File: src/rtl/csa_resolver.sv
// Multi-cycle carry-propagate adder that resolves a {pc, ps} carry-save pair CHUNK_WIDTH bits
// per cycle. Define CSA_RESOLVER_CARRY_EN to add the registered out_carry port.
module csa_resolver #(
  parameter int unsigned DATA_WIDTH  = 63,
  parameter int unsigned CHUNK_WIDTH = 16
) (
  input  logic                      clk,
  input  logic                      rst,
  input  logic                      in_valid,
  output logic                      in_ready,
  input  logic [2*DATA_WIDTH-1:0]   in_data,
  output logic                      out_valid,
  input  logic                      out_ready,
  output logic [DATA_WIDTH-1:0]     out_sum
`ifdef CSA_RESOLVER_CARRY_EN
  ,
  output logic                      out_carry
`endif
);

  localparam int unsigned NumChunks = (DATA_WIDTH + CHUNK_WIDTH - 1) / CHUNK_WIDTH;
  localparam int unsigned PadWidth  = NumChunks * CHUNK_WIDTH;
  localparam int unsigned LastWidth = DATA_WIDTH - (NumChunks - 1) * CHUNK_WIDTH;
  localparam int unsigned IdxWidth  = (NumChunks > 1) ? $clog2(NumChunks) : 1;
  localparam logic [IdxWidth-1:0] LastIdx = IdxWidth'(NumChunks - 1);

  typedef enum logic [1:0] {StIdle, StAdd, StDone} state_e;

  state_e                state_q, state_d;
  logic [PadWidth-1:0]   ps_q, ps_d;
  logic [PadWidth-1:0]   pc_q, pc_d;
  logic [PadWidth-1:0]   res_q, res_d;
  logic [IdxWidth-1:0]   idx_q, idx_d;
  logic                  carry_q, carry_d;
  logic [DATA_WIDTH-1:0] sum_q, sum_d;
`ifdef CSA_RESOLVER_CARRY_EN
  logic                  cout_q, cout_d;
`endif

  logic [CHUNK_WIDTH:0]  chunk_sum;
  logic                  last_chunk;
  logic                  chunk_cout;

  // Operands shift right one chunk per cycle, so the current chunk always sits at bit 0.
  assign chunk_sum  = {1'b0, ps_q[CHUNK_WIDTH-1:0]} + {1'b0, pc_q[CHUNK_WIDTH-1:0]}
                    + {{CHUNK_WIDTH{1'b0}}, carry_q};
  assign last_chunk = (idx_q == LastIdx);
  // The last chunk is zero-padded above LastWidth, so its true carry lands at bit LastWidth.
  assign chunk_cout = last_chunk ? chunk_sum[LastWidth] : chunk_sum[CHUNK_WIDTH];

  always_comb begin
    state_d = state_q;
    ps_d    = ps_q;
    pc_d    = pc_q;
    res_d   = res_q;
    idx_d   = idx_q;
    carry_d = carry_q;
    sum_d   = sum_q;
`ifdef CSA_RESOLVER_CARRY_EN
    cout_d  = cout_q;
`endif
    unique case (state_q)
      StIdle: begin
        if (in_valid) begin
          ps_d    = PadWidth'(in_data[DATA_WIDTH-1:0]);
          pc_d    = PadWidth'(in_data[2*DATA_WIDTH-1:DATA_WIDTH]);
          idx_d   = '0;
          carry_d = 1'b0;
          state_d = StAdd;
        end
      end
      StAdd: begin
        ps_d    = ps_q >> CHUNK_WIDTH;
        pc_d    = pc_q >> CHUNK_WIDTH;
        // Result fills from the top; after NumChunks shifts chunk k rests at slice k.
        res_d   = res_q >> CHUNK_WIDTH;
        res_d[PadWidth-1 -: CHUNK_WIDTH] = chunk_sum[CHUNK_WIDTH-1:0];
        carry_d = chunk_cout;
        idx_d   = idx_q + 1'b1;
        if (last_chunk) begin
          sum_d   = res_d[DATA_WIDTH-1:0];
`ifdef CSA_RESOLVER_CARRY_EN
          cout_d  = chunk_cout;
`endif
          idx_d   = '0;
          state_d = StDone;
        end
      end
      StDone: begin
        if (out_ready) state_d = StIdle;
      end
      default: state_d = StIdle;
    endcase
  end

  always_ff @(posedge clk or posedge rst) begin
    if (rst) begin
      state_q <= StIdle;
      ps_q    <= '0;
      pc_q    <= '0;
      res_q   <= '0;
      idx_q   <= '0;
      carry_q <= 1'b0;
      sum_q   <= '0;
`ifdef CSA_RESOLVER_CARRY_EN
      cout_q  <= 1'b0;
`endif
    end else begin
      state_q <= state_d;
      ps_q    <= ps_d;
      pc_q    <= pc_d;
      res_q   <= res_d;
      idx_q   <= idx_d;
      carry_q <= carry_d;
      sum_q   <= sum_d;
`ifdef CSA_RESOLVER_CARRY_EN
      cout_q  <= cout_d;
`endif
    end
  end

  assign in_ready  = (state_q == StIdle);
  assign out_valid = (state_q == StDone);
  assign out_sum   = sum_q;
`ifdef CSA_RESOLVER_CARRY_EN
  assign out_carry = cout_q;
`endif

endmodule

File: config.mk
export PLATFORM = sky130hd
export DESIGN_NAME = csa_resolver
export DESIGN_NICKNAME = d
export VERILOG_FILES = /design/src/rtl/csa_resolver.sv
export SDC_FILE = /design/constraint.sdc
export NUM_CORES = 1
export LEC_CHECK = 0
export BUFFER_PORTS_ARGS = -buffer_cell sky130_fd_sc_hd__buf_2
export CAP_MARGIN = 30
export CORE_UTILIZATION = 40
export CTS_BUF_LIST = sky130_fd_sc_hd__clkbuf_16
export CTS_CLUSTER_SIZE = 40
export DETAILED_ROUTE_END_ITERATION = 10
export PLACE_DENSITY = 0.62
export SLEW_MARGIN = 10
export SYNTH_ARGS = -nofsm -noshare
export SYNTH_HDL_FRONTEND = slang
export SYNTH_SLANG_ARGS = --single-unit
File: constraint.sdc
create_clock -name clk -period 8.8 [get_ports clk]
set_input_delay 0 -clock clk [delete_from_list [all_inputs] [get_ports clk]]
set_output_delay 0 -clock clk [all_outputs]
set_load 0.005 [all_outputs]
Word-level counts from Yosys, hierarchy flattened
Index checks and enable logic that the tools add are counted.
{"block": "op_classes", "n_mul": 0, "n_reduce_logical": 5, "muxes": 14, "bitwise_logic": 0, "magnitude_cmp": 0, "n_shift": 0, "eq_ne": 6, "n_div": 0, "add_sub_neg": 3}
{"operator": "$pmux W64 S2", "n": 2}
{"operator": "$mux W64", "n": 2}
{"operator": "$add A16 B16 Y17", "n": 1}
{"operator": "$add A17 B1 Y17", "n": 1}
{"operator": "$mux W2", "n": 5}
{"operator": "$pmux W2 S3", "n": 1}
{"operator": "$eq A2 B2 Y1 const B", "n": 2}
{"operator": "$ne A2 B2 Y1 const B", "n": 2}
{"operator": "$pmux W2 S2", "n": 1}
{"operator": "$reduce_and A2 Y1", "n": 2}
{"operator": "$reduce_and A3 Y1", "n": 1}
{"operator": "$add A2 B1 Y2 const B", "n": 1}
{"operator": "$eq A2 B1 Y1 const B", "n": 1}
{"operator": "$logic_not A2 Y1", "n": 1}
{"operator": "$mux W1", "n": 2}
{"operator": "$ne A2 B1 Y1 const B", "n": 1}
{"operator": "$pmux W1 S2", "n": 1}
{"operator": "$reduce_bool A2 Y1", "n": 1}
{"block": "totals", "mem_count": 0, "ff_bits": 260, "word_cells": 35, "ram_bits": 0, "romBits": 0, "latchBits": 0, "output_inout_bits": 65}

Depth between registers and ports, before layout
Gate-level depths: netlist (run 1).
{"block": "logic_depth", "word_depth": 4, "depth_mapped": 10, "ltp_nobuf": 10}

Worst setup path before layout (run 1)
No wires, ideal clock.
{"block": "synth_timing", "path_kind": "reg2reg", "start": "register ps_q[0]", "end": "register res_q[62]", "n_path_buf": 0, "required_ns": 8.670, "synth_period_minus_slack_ns": 2.154, "path_slack_ns": 6.646, "stages_incl_launch_ff": 11, "setup_ns": 0.130, "arrival_ns": 2.024, "path_cell_list": "dfrtp_1 -> inv_1 -> fa_1 -> inv_1 -> fa_1 -> a211oi_2 -> o211ai_2 -> a31o_1 -> a31oi_1 -> xor2_1 -> o21ai_1"}
{"block": "synth_between", "elab_chain_cells": 2}
{"element": "from (decl)", "line": "30", "rtl": "logic [PadWidth-1:0] ps_q, ps_d;"}
{"element": "from (signal assigned)", "line": "110", "rtl": "ps_q <= ps_d;"}
{"element": "$add A16 B16 Y17", "line": "45", "rtl": "assign chunk_sum = {1'b0, ps_q[CHUNK_WIDTH-1:0]} + {1'b0, pc_q[CHUNK_WIDTH-1:0]}"}
{"element": "$add A17 B1 Y17", "line": "46", "rtl": "+ {{CHUNK_WIDTH{1'b0}}, carry_q};"}
{"element": "to (signal assigned)", "line": "112", "rtl": "res_q <= res_d;"}
{"element": "to (decl)", "line": "32", "rtl": "logic [PadWidth-1:0] res_q, res_d;"}
No other way between the ends.
A chain may end at the register's enable or synchronous reset.

Worst setup path after layout (run 1)
{"block": "layout_timing", "start": "register state_q[1]", "end": "register pc_q[39]"}
{"block": "layout_between", "elab_chain_cells": 3}
{"element": "from (decl)", "line": "29", "rtl": "state_e state_q, state_d;"}
{"element": "from (signal assigned)", "line": "98", "rtl": "state_q <= StIdle;"}
{"element": "from (signal assigned)", "line": "109", "rtl": "state_q <= state_d;"}
{"element": "$eq A2 B1 Y1 / $logic_not A2 Y1 (equally long branches)", "line": "62", "rtl": "unique case (state_q)"}
{"element": "$reduce_bool A2 Y1 (no line) / $ne A2 B2 Y1 (equally long branches)"}
{"element": "$reduce_and A2 Y1 (no line)"}
{"element": "to (signal assigned)", "line": "111", "rtl": "pc_q <= pc_d;"}
{"element": "to (decl)", "line": "31", "rtl": "logic [PadWidth-1:0] pc_q, pc_d;"}
Parallel ways exist; a longest one is shown, timed or not.

==> results of run 1 <==
layer usage:
| metal | part of all wire, % | track usage [%] | vias up |
|---|---|---|---|
| met5 | 0 | 0 | - |
| met4 | 2.3 | 5.77 | 0 |
| met3 | 5.8 | 3.48 | 43 |
| met2 | 45 | 32.7 | 301 |
| met1 | 47 | 31.1 | 4435 |
| li1 | - | - | 4382 |
cells by family after synthesis:
group / count (synthesis) / synth area share, %
compound gates: 377 / 20.9
simple gates: 285 / 12.7
flops: 242 / 54.6
mux: 53 / 5.34
fa+ha+maj: 18 / 2.16
buf+inv: 86 / 3.48
xor+xnor: 11 / 0.868
worst max-delay path by stage:
stage,startpoint,endpoint,slack [ps],cells past startpoint
finish,state_q[1]$_DFFE_PP0P_,pc_q[39]$_DFFE_PP0P_,6030,5
global route,state_q[1]$_DFFE_PP0P_,pc_q[39]$_DFFE_PP0P_,5870,5
CTS,state_q[1]$_DFFE_PP0P_,pc_q[39]$_DFFE_PP0P_,6040,5
detailed placement,state_q[1]$_DFFE_PP0P_,out_sum[38]$_DFFE_PP0P_,6140,4
global placement,state_q[1]$_DFFE_PP0P_,out_sum[8]$_DFFE_PP0P_,5480,3
floorplan,rst,carry_q$_DFFE_PP0P_,2160,1
tightest hold or removal path: cells and delay by family:
kind | cells | cell delay, ps
AO/OA/AOI/OAI | 2 | 160
AND/OR/NAND/NOR | 1 | 140
buffers and inverters | 1 | 200
stage by stage:
step                instances  area, µm²  power, mW
detailed placement       1570      12300       3.73
CTS                      1745      14400       4.79
global route             1749      14500       5.13
finish                   1749      14500       4.78
floorplan                1072      11100       3.13
global placement         1568      12300       3.65
registers in the layout, summed over array words and instances, names as in the netlist:
| name | flops |
|---|---|
| out_sum | 63 |
| pc_q | 63 |
| ps_q | 63 |
| res_q | 48 |
| idx_q | 2 |
| state_q | 2 |
| carry_q | 1 |
power by group through the flow:
stage | Clock (mW) | Sequential, mW | Combinational, mW
after global placement | 0 | 1.97 | 1.68
after CTS | 1.03 | 1.95 | 1.82
after global routing | 1.07 | 2.00 | 2.06
final | 1.00 | 1.94 | 1.83
after detailed placement | 0 | 1.96 | 1.77
after floorplan | 0 | 1.81 | 1.31
cell usage after synthesis (4+ instances only):
master      n  area share, %
nor2b_1    81            4.6
nand2b_1    4           0.23
nor2_1     11           0.37
inv_1       7           0.24
o21ai_1    10           0.45
buf_2      25            1.1
a22oi_1    76            5.1
a21o_1      4           0.27
nand2_1   156            5.3
ha_1       16            1.8
clkbuf_1   48            1.6
a22o_1     33            2.6
o21ai_0   119            5.4
xnor2_1     5           0.39
and3b_1    18            1.4
nand3_1     5           0.23
xor2_1      6           0.47
mux2_2     50            5.1
a21oi_1   109            4.9
dfrtp_1   242             55
final cells by class:
| class | count | area [µm²] | share of cell area (%) |
|---|---|---|---|
| Sequential cell | 242 | 6060 | 41.9 |
| Timing Repair Buffer | 337 | 2460 | 17.0 |
| Clock buffer | 27 | 676 | 4.66 |
| Inverter | 7 | 33.8 | 0.233 |
| Antenna cell | 1 | 2.50 | 0.0173 |
| Tap cell | 372 | 465 | 3.21 |
| Clock inverter | 19 | 98.8 | 0.682 |
| Multi-Input combinational cell | 744 | 4680 | 32.3 |
timing repair:
item,CTS,global route
buffers inserted,0,0
gates resized for setup,0,0
hold endpoints to repair,231,0
hold buffers,129,0
==> results.py, run 1 <==
metrics = {
    "clocking": {
        "clockRootBuffer": "clkbuf_16",
        "clock_sinks": 242,
        "cts_buffer_depth": 3,
        "cts_tree": "yes",
        "clk_pin_slew_ps": 60,
        "cts_buffers": 26,
        "clk_latency_ps": 530,
        "h-tree-depth": 1,
    },
    "routing": {
        "drt_iter0_markers": 815,
        "viasPerCell": 5.24,
        "finalWirelength_um": 29900,
        "drt_pass1_iterations": 5,
        "antenna_left": 0,
        "avgRoutedWirePerCell_um": 17.1,
        "vias": 9161,
        "drc_errors": 0,
    },
    "logic_synthesis": {
        "synth_fp_nets": 1220,
        "ys_seq_area_share_pct": 54.6,
        "synth_ff_type": "dfrtp_1",
        "synth_enable_flop_cells": 0,
        "synth_cells": 1072,
        "yosysUniqueCellTypes": 52,
        "synth_area_um2": 11100,
        "async_reset_ff_share_pct": 100,
        "ys_ff_latch": 242,
        "syn_area_per_cell_um2": 10.4,
        "ys_warn_count": 0,
    },
    "global_route": {
        "grt_pass1_vias": 8897,
        "grt_pass1_wl_um": 48600,
        "grt-ovfl-total": 0,
        "grt_use_total_pct": 21.3,
        "grt_max_degree": 108,
        "grt_antenna_before_repair": 1,
    },
    "setup_path": {
        "path_class": "reg2reg",
        "crit_family": "buffers and inverters",
        "r2r_start": "state_q[1]$_DFFE_PP0P_",
        "r2r_slack_ps": 6030,
        "cp.arrival_ps": 3210,
        "worstPathCellList": "nor2b_4 -> buf_4 -> a21oi_1 -> dlygate4sd3_1 -> o21ai_0",
        "path_max_fanout": 61,
        "critPathLaunchType": "register",
        "path_buf_inv": 2,
        "slowest_delay_ps": 710,
        "required_ps": 9250,
        "reg2regPathDepth": 5,
        "cp-end-kind": "register",
        "slowest_stage": "dfrtp_4",
        "r2r_end": "pc_q[39]$_DFFE_PP0P_",
    },
    "floorplan": {
        "die_y_um": 169,
        "fp.coreArea_um2": 27100,
        "rows": 60,
        "start_util_pct": 41.0,
        "io_pins": 195,
        "die_x_um": 169,
        "die-area_um2": 28400,
    },
    "sta": {
        "hold_viol": 0,
        "hold_ws_ps": 26.7,
        "worst_slew_pin_slew_ps": 834,
        "fin_crit_sh_pct": 31.4,
        "fin_crit_ps": 2770,
        "slew_headroom_pct": 44.4,
        "fmax_ghz": 0.362,
        "setup_tns_ps": 0,
        "setup_violations": 0,
        "rsz0062_at_grt": "no",
        "fin_worst_skew_ps": 18.4,
        "fin_ws_ps": 6030,
        "final_max_slew_viol_count": 0,
    },
    "power_and_ir_drop": {
        "seq_power_share_pct": 40.7,
        "switching_power_mw": 1.81,
        "pwr-share-clk_pct": 21.0,
        "p_leak_nw": 6.89,
        "peakVddDrop_v": 0.000174,
        "powerDensity_nw_per_um2": 330,
        "combPwrFrac_pct": 38.4,
        "internal-power_mw": 2.97,
        "switching_share_pct": 37.9,
    },
    "place": {
        "post-dp-hpwl_um": 18400,
        "gp_routability_congestion": 0.793,
        "dp_slack_ps": 6140,
        "io_buffers": 194,
    },
    "cells_and_area": {
        "nFillCells": 2405,
        "layout_commonest_cell": "dfrtp_1",
        "drive_above_1_share_pct": 22.3,
        "final_nets": 1506,
        "layout_common_cells": "dfrtp_1, buf_2, nand2_1",
        "area_growth_pct": 30.5,
        "final_util_pct": 53.4,
    },
    "status": {
        "status": "finished, final reports clean",
    },
    "run": {
        "cap_violations": 0,
    },
    "hold_path": {
        "hold_path_end": "pc_q[20]$_DFFE_PP0P_",
        "min_path_cells": 4,
        "holdCritPathClass": "in2reg",
        "worstHoldStart": "in_valid",
    },
}
(Power assumes the default switching activity.)
==> run 2: changes to the inputs <==
- ABC_AREA: not set -> 1
- PLACE_DENSITY: 0.62 -> 0.63
- clock period: 8.8 -> 2.7 ns (I/O delays scaled with it)
==> run 2 against run 1 <==
Compared with the run above:
- the flow now finishes with violations (design-rule violations)
- clock skew decreased by 6.7 ps
- first-iteration DRC count decreased by 1.5%
- global-route usage about the same
- die area decreased by 4.8%
- sequential share of layout area increased by 1.5 points
- via count decreased by 0.33%
- cell count increased by 5.3%
- sequential power increased to 3.3 times the previous value
- design area decreased by 3.5%
- sequential cell count unchanged
- maximum frequency increased by 37%
- count of clock-buffer cells in the layout unchanged
- largest power group is now combinational logic
==> results.py, run 2 <==
metrics = {
    "status": {
        "status": "finished, violations left",
        "violations": "design-rule violations",
    },
    "global_route": {
        "grt_max_degree": 90,
        "grt-ovfl-total": 0,
        "grt_antenna_before_repair": 2,
        "grt_pass1_vias": 8716,
        "grt_pass1_wl_um": 45600,
        "grt_use_total_pct": 21.3,
    },
    "setup_path": {
        "r2r_slack_ps": 680,
        "cp.arrival_ps": 2430,
        "required_ps": 3110,
        "cp-end-kind": "register",
        "r2r_start": "ps_q[0]$_DFFE_PP0P_",
        "r2r_end": "out_sum[60]$_DFFE_PP0P_",
        "path_max_fanout": 3,
        "critPathLaunchType": "register",
        "reg2regPathDepth": 13,
        "path_class": "reg2reg",
    },
    "cells_and_area": {
        "layout_commonest_cell": "nand2_1",
        "area_growth_pct": 32.3,
        "instances_no_fill": 1842,
        "drive_above_1_share_pct": 17.3,
        "final_nets": 1635,
        "layout_common_cells": "nand2_1, dfrtp_1, o21ai_0",
    },
    "clocking": {
        "cts_buffer_depth": 3,
        "post_cts_buffers": 0,
        "postCtsHoldBufs": 129,
        "clk_pin_slew_ps": 60,
        "clk_latency_ps": 530,
        "h-tree-depth": 1,
        "clockRootBuffer": "clkbuf_16",
        "cts_tree": "yes",
        "clock_sinks": 242,
        "cts_resized": 0,
        "cts_buffers": 26,
    },
    "power_and_ir_drop": {
        "pwr-share-clk_pct": 21.2,
        "p_leak_nw": 6.87,
        "switching_power_mw": 7.30,
        "peakVddDrop_v": 0.000693,
        "powerDensity_nw_per_um2": 1270,
        "switching_share_pct": 41.2,
        "combPwrFrac_pct": 42.5,
        "seq_power_share_pct": 36.3,
        "internal-power_mw": 10.4,
    },
    "sta": {
        "worst_slew_pin_slew_ps": 808,
        "fin_worst_skew_ps": 11.7,
        "setup_violations": 0,
        "fin_crit_sh_pct": 74.9,
        "rsz0062_at_grt": "no",
        "fmax_ghz": 0.494,
        "fin_crit_ps": 2020,
        "final_max_slew_viol_count": 0,
        "hold_ws_ps": 37.0,
        "slew_headroom_pct": 46.1,
        "hold_viol": 0,
    },
    "logic_synthesis": {
        "synth_cells": 1192,
        "synth_enable_flop_cells": 0,
        "yosys-top-cells-count": "nand2_1, dfrtp_1, o21ai_0",
        "ys_warn_count": 0,
        "netlist.area_leader.share_pct": 57.3,
        "synth_area_um2": 10600,
        "async_reset_ff_share_pct": 100,
        "synth_ff_type": "dfrtp_1",
        "ys_seq_area_share_pct": 57.3,
        "yosysUniqueCellTypes": 31,
        "ys_ff_latch": 242,
        "synth.area.top_cells": "dfrtp_1, nand2_1, o21ai_0",
        "yosysMostFrequentCell": "nand2_1",
        "synth_fp_nets": 1340,
        "syn_area_per_cell_um2": 8.86,
        "netlist.top_cell.by_area": "dfrtp_1",
    },
    "routing": {
        "drt_iter0_markers": 803,
        "vias": 9131,
        "antenna_left": 0,
        "finalWirelength_um": 28700,
        "viasPerCell": 4.96,
        "avgRoutedWirePerCell_um": 15.6,
        "drc_errors": 2,
        "drt_pass1_iterations": 8,
    },
    "place": {
        "gp_routability_congestion": 0.889,
        "io_buffers": 194,
        "post-dp-hpwl_um": 18600,
        "dp.cells": 1665,
    },
    "floorplan": {
        "die-area_um2": 27100,
        "rows": 59,
        "fp.coreArea_um2": 26000,
        "die_y_um": 164,
        "start_util_pct": 40.6,
        "die_x_um": 164,
        "io_pins": 195,
    },
    "hold_path": {
        "holdCritPathClass": "in2async",
    },
    "run": {
        "cap_violations": 0,
    },
}
run 2: cell types whose count changed after synthesis, moves of 30 or more:
cell     delta
o21ai_1    +54
a22o_1     -32
inv_1      +52
mux2_2     -50
a32o_1     +30
nor2b_1    -81
nand2_1   +184
a22oi_1    -76
a21oi_1    -91
o21ai_0    +80
nor2_1     +89
run 2: cell families after synthesis:
kind of cell,after synthesis,share of synthesized area [%]
buffers and inverters,136,5.77
AOI/OAI and AO/OA,315,16.4
DFF,242,57.3
xor gates and xnor gates,7,0.581
adders and majority gates,18,2.27
and+or+nand+nor,474,17.6
run 2: critical path, cell delays in order, from the launching register on:
cell and delay (ps):
dfrtp_1 320, inv_1 60, fa_1 410, inv_1 100, fa_1 220, nand3_1 80, nand2_1 170, nand2_1 80
nand2_1 120, nand2_1 90, nand2_1 60, nand2_1 60, nand3_1 70, nand2_1 70
run 2: cell type report:
type                            count  area, µm²
Tap cell                          335        419
Clock buffer                       27        676
Antenna cell                        2       5.00
Multi-Input combinational cell    814       3900
Timing Repair Buffer              340       2440
Fill cell                        2376      12000
Clock inverter                     19        230
Sequential cell                   242       6060
Inverter                           63        249
run 2: worst max-delay path by stage:
stage / from / end / slack (ps) / cells past startpoint
6_report: ps_q[0]$_DFFE_PP0P_ / out_sum[60]$_DFFE_PP0P_ / 680 / 13
3_5_place_dp: ps_q[0]$_DFFE_PP0P_ / out_sum[60]$_DFFE_PP0P_ / 700 / 13
3_3_place_gp: ps_q[0]$_DFFE_PP0P_ / out_sum[62]$_DFFE_PP0P_ / 760 / 13
4_1_cts: ps_q[0]$_DFFE_PP0P_ / out_sum[60]$_DFFE_PP0P_ / 690 / 13
5_1_grt: ps_q[0]$_DFFE_PP0P_ / out_sum[62]$_DFFE_PP0P_ / 500 / 13
2_1_floorplan: rst / carry_q$_DFFE_PP0P_ / -480 / 1
run 2: power by group through the flow:
stage	logic, mW	registers (mW)	clock network, mW
4_1_cts	7.59	6.42	3.83
3_3_place_gp	7.27	6.42	0
6_report	7.52	6.43	3.75
2_1_floorplan	5.50	6.13	0
3_5_place_dp	7.40	6.47	0
5_1_grt	8.66	6.61	3.98
run 2: metal layers:
metal	wire length [µm]	GRT usage, %	up-vias
met5	0	0	-
met4	613	5.80	0
met3	1470	3.52	41
met2	13500	33.7	262
met1	13100	30.2	4288
li1	-	-	4540
run 2: per-stage QoR:
stage                     setup WS, ps  power, mW  cell area (µm²)  util, %  TNS [ps]
after global placement             756       13.7            11800     45.3         0
after detailed placement           701       13.9            11800     45.3         0
after floorplan                   -476       11.6            10600        -   -115140
final                              677       17.7            14000     53.8         0
after global routing               500       19.3            14000     53.8         0
after CTS                          687       17.8            14000     53.8         0
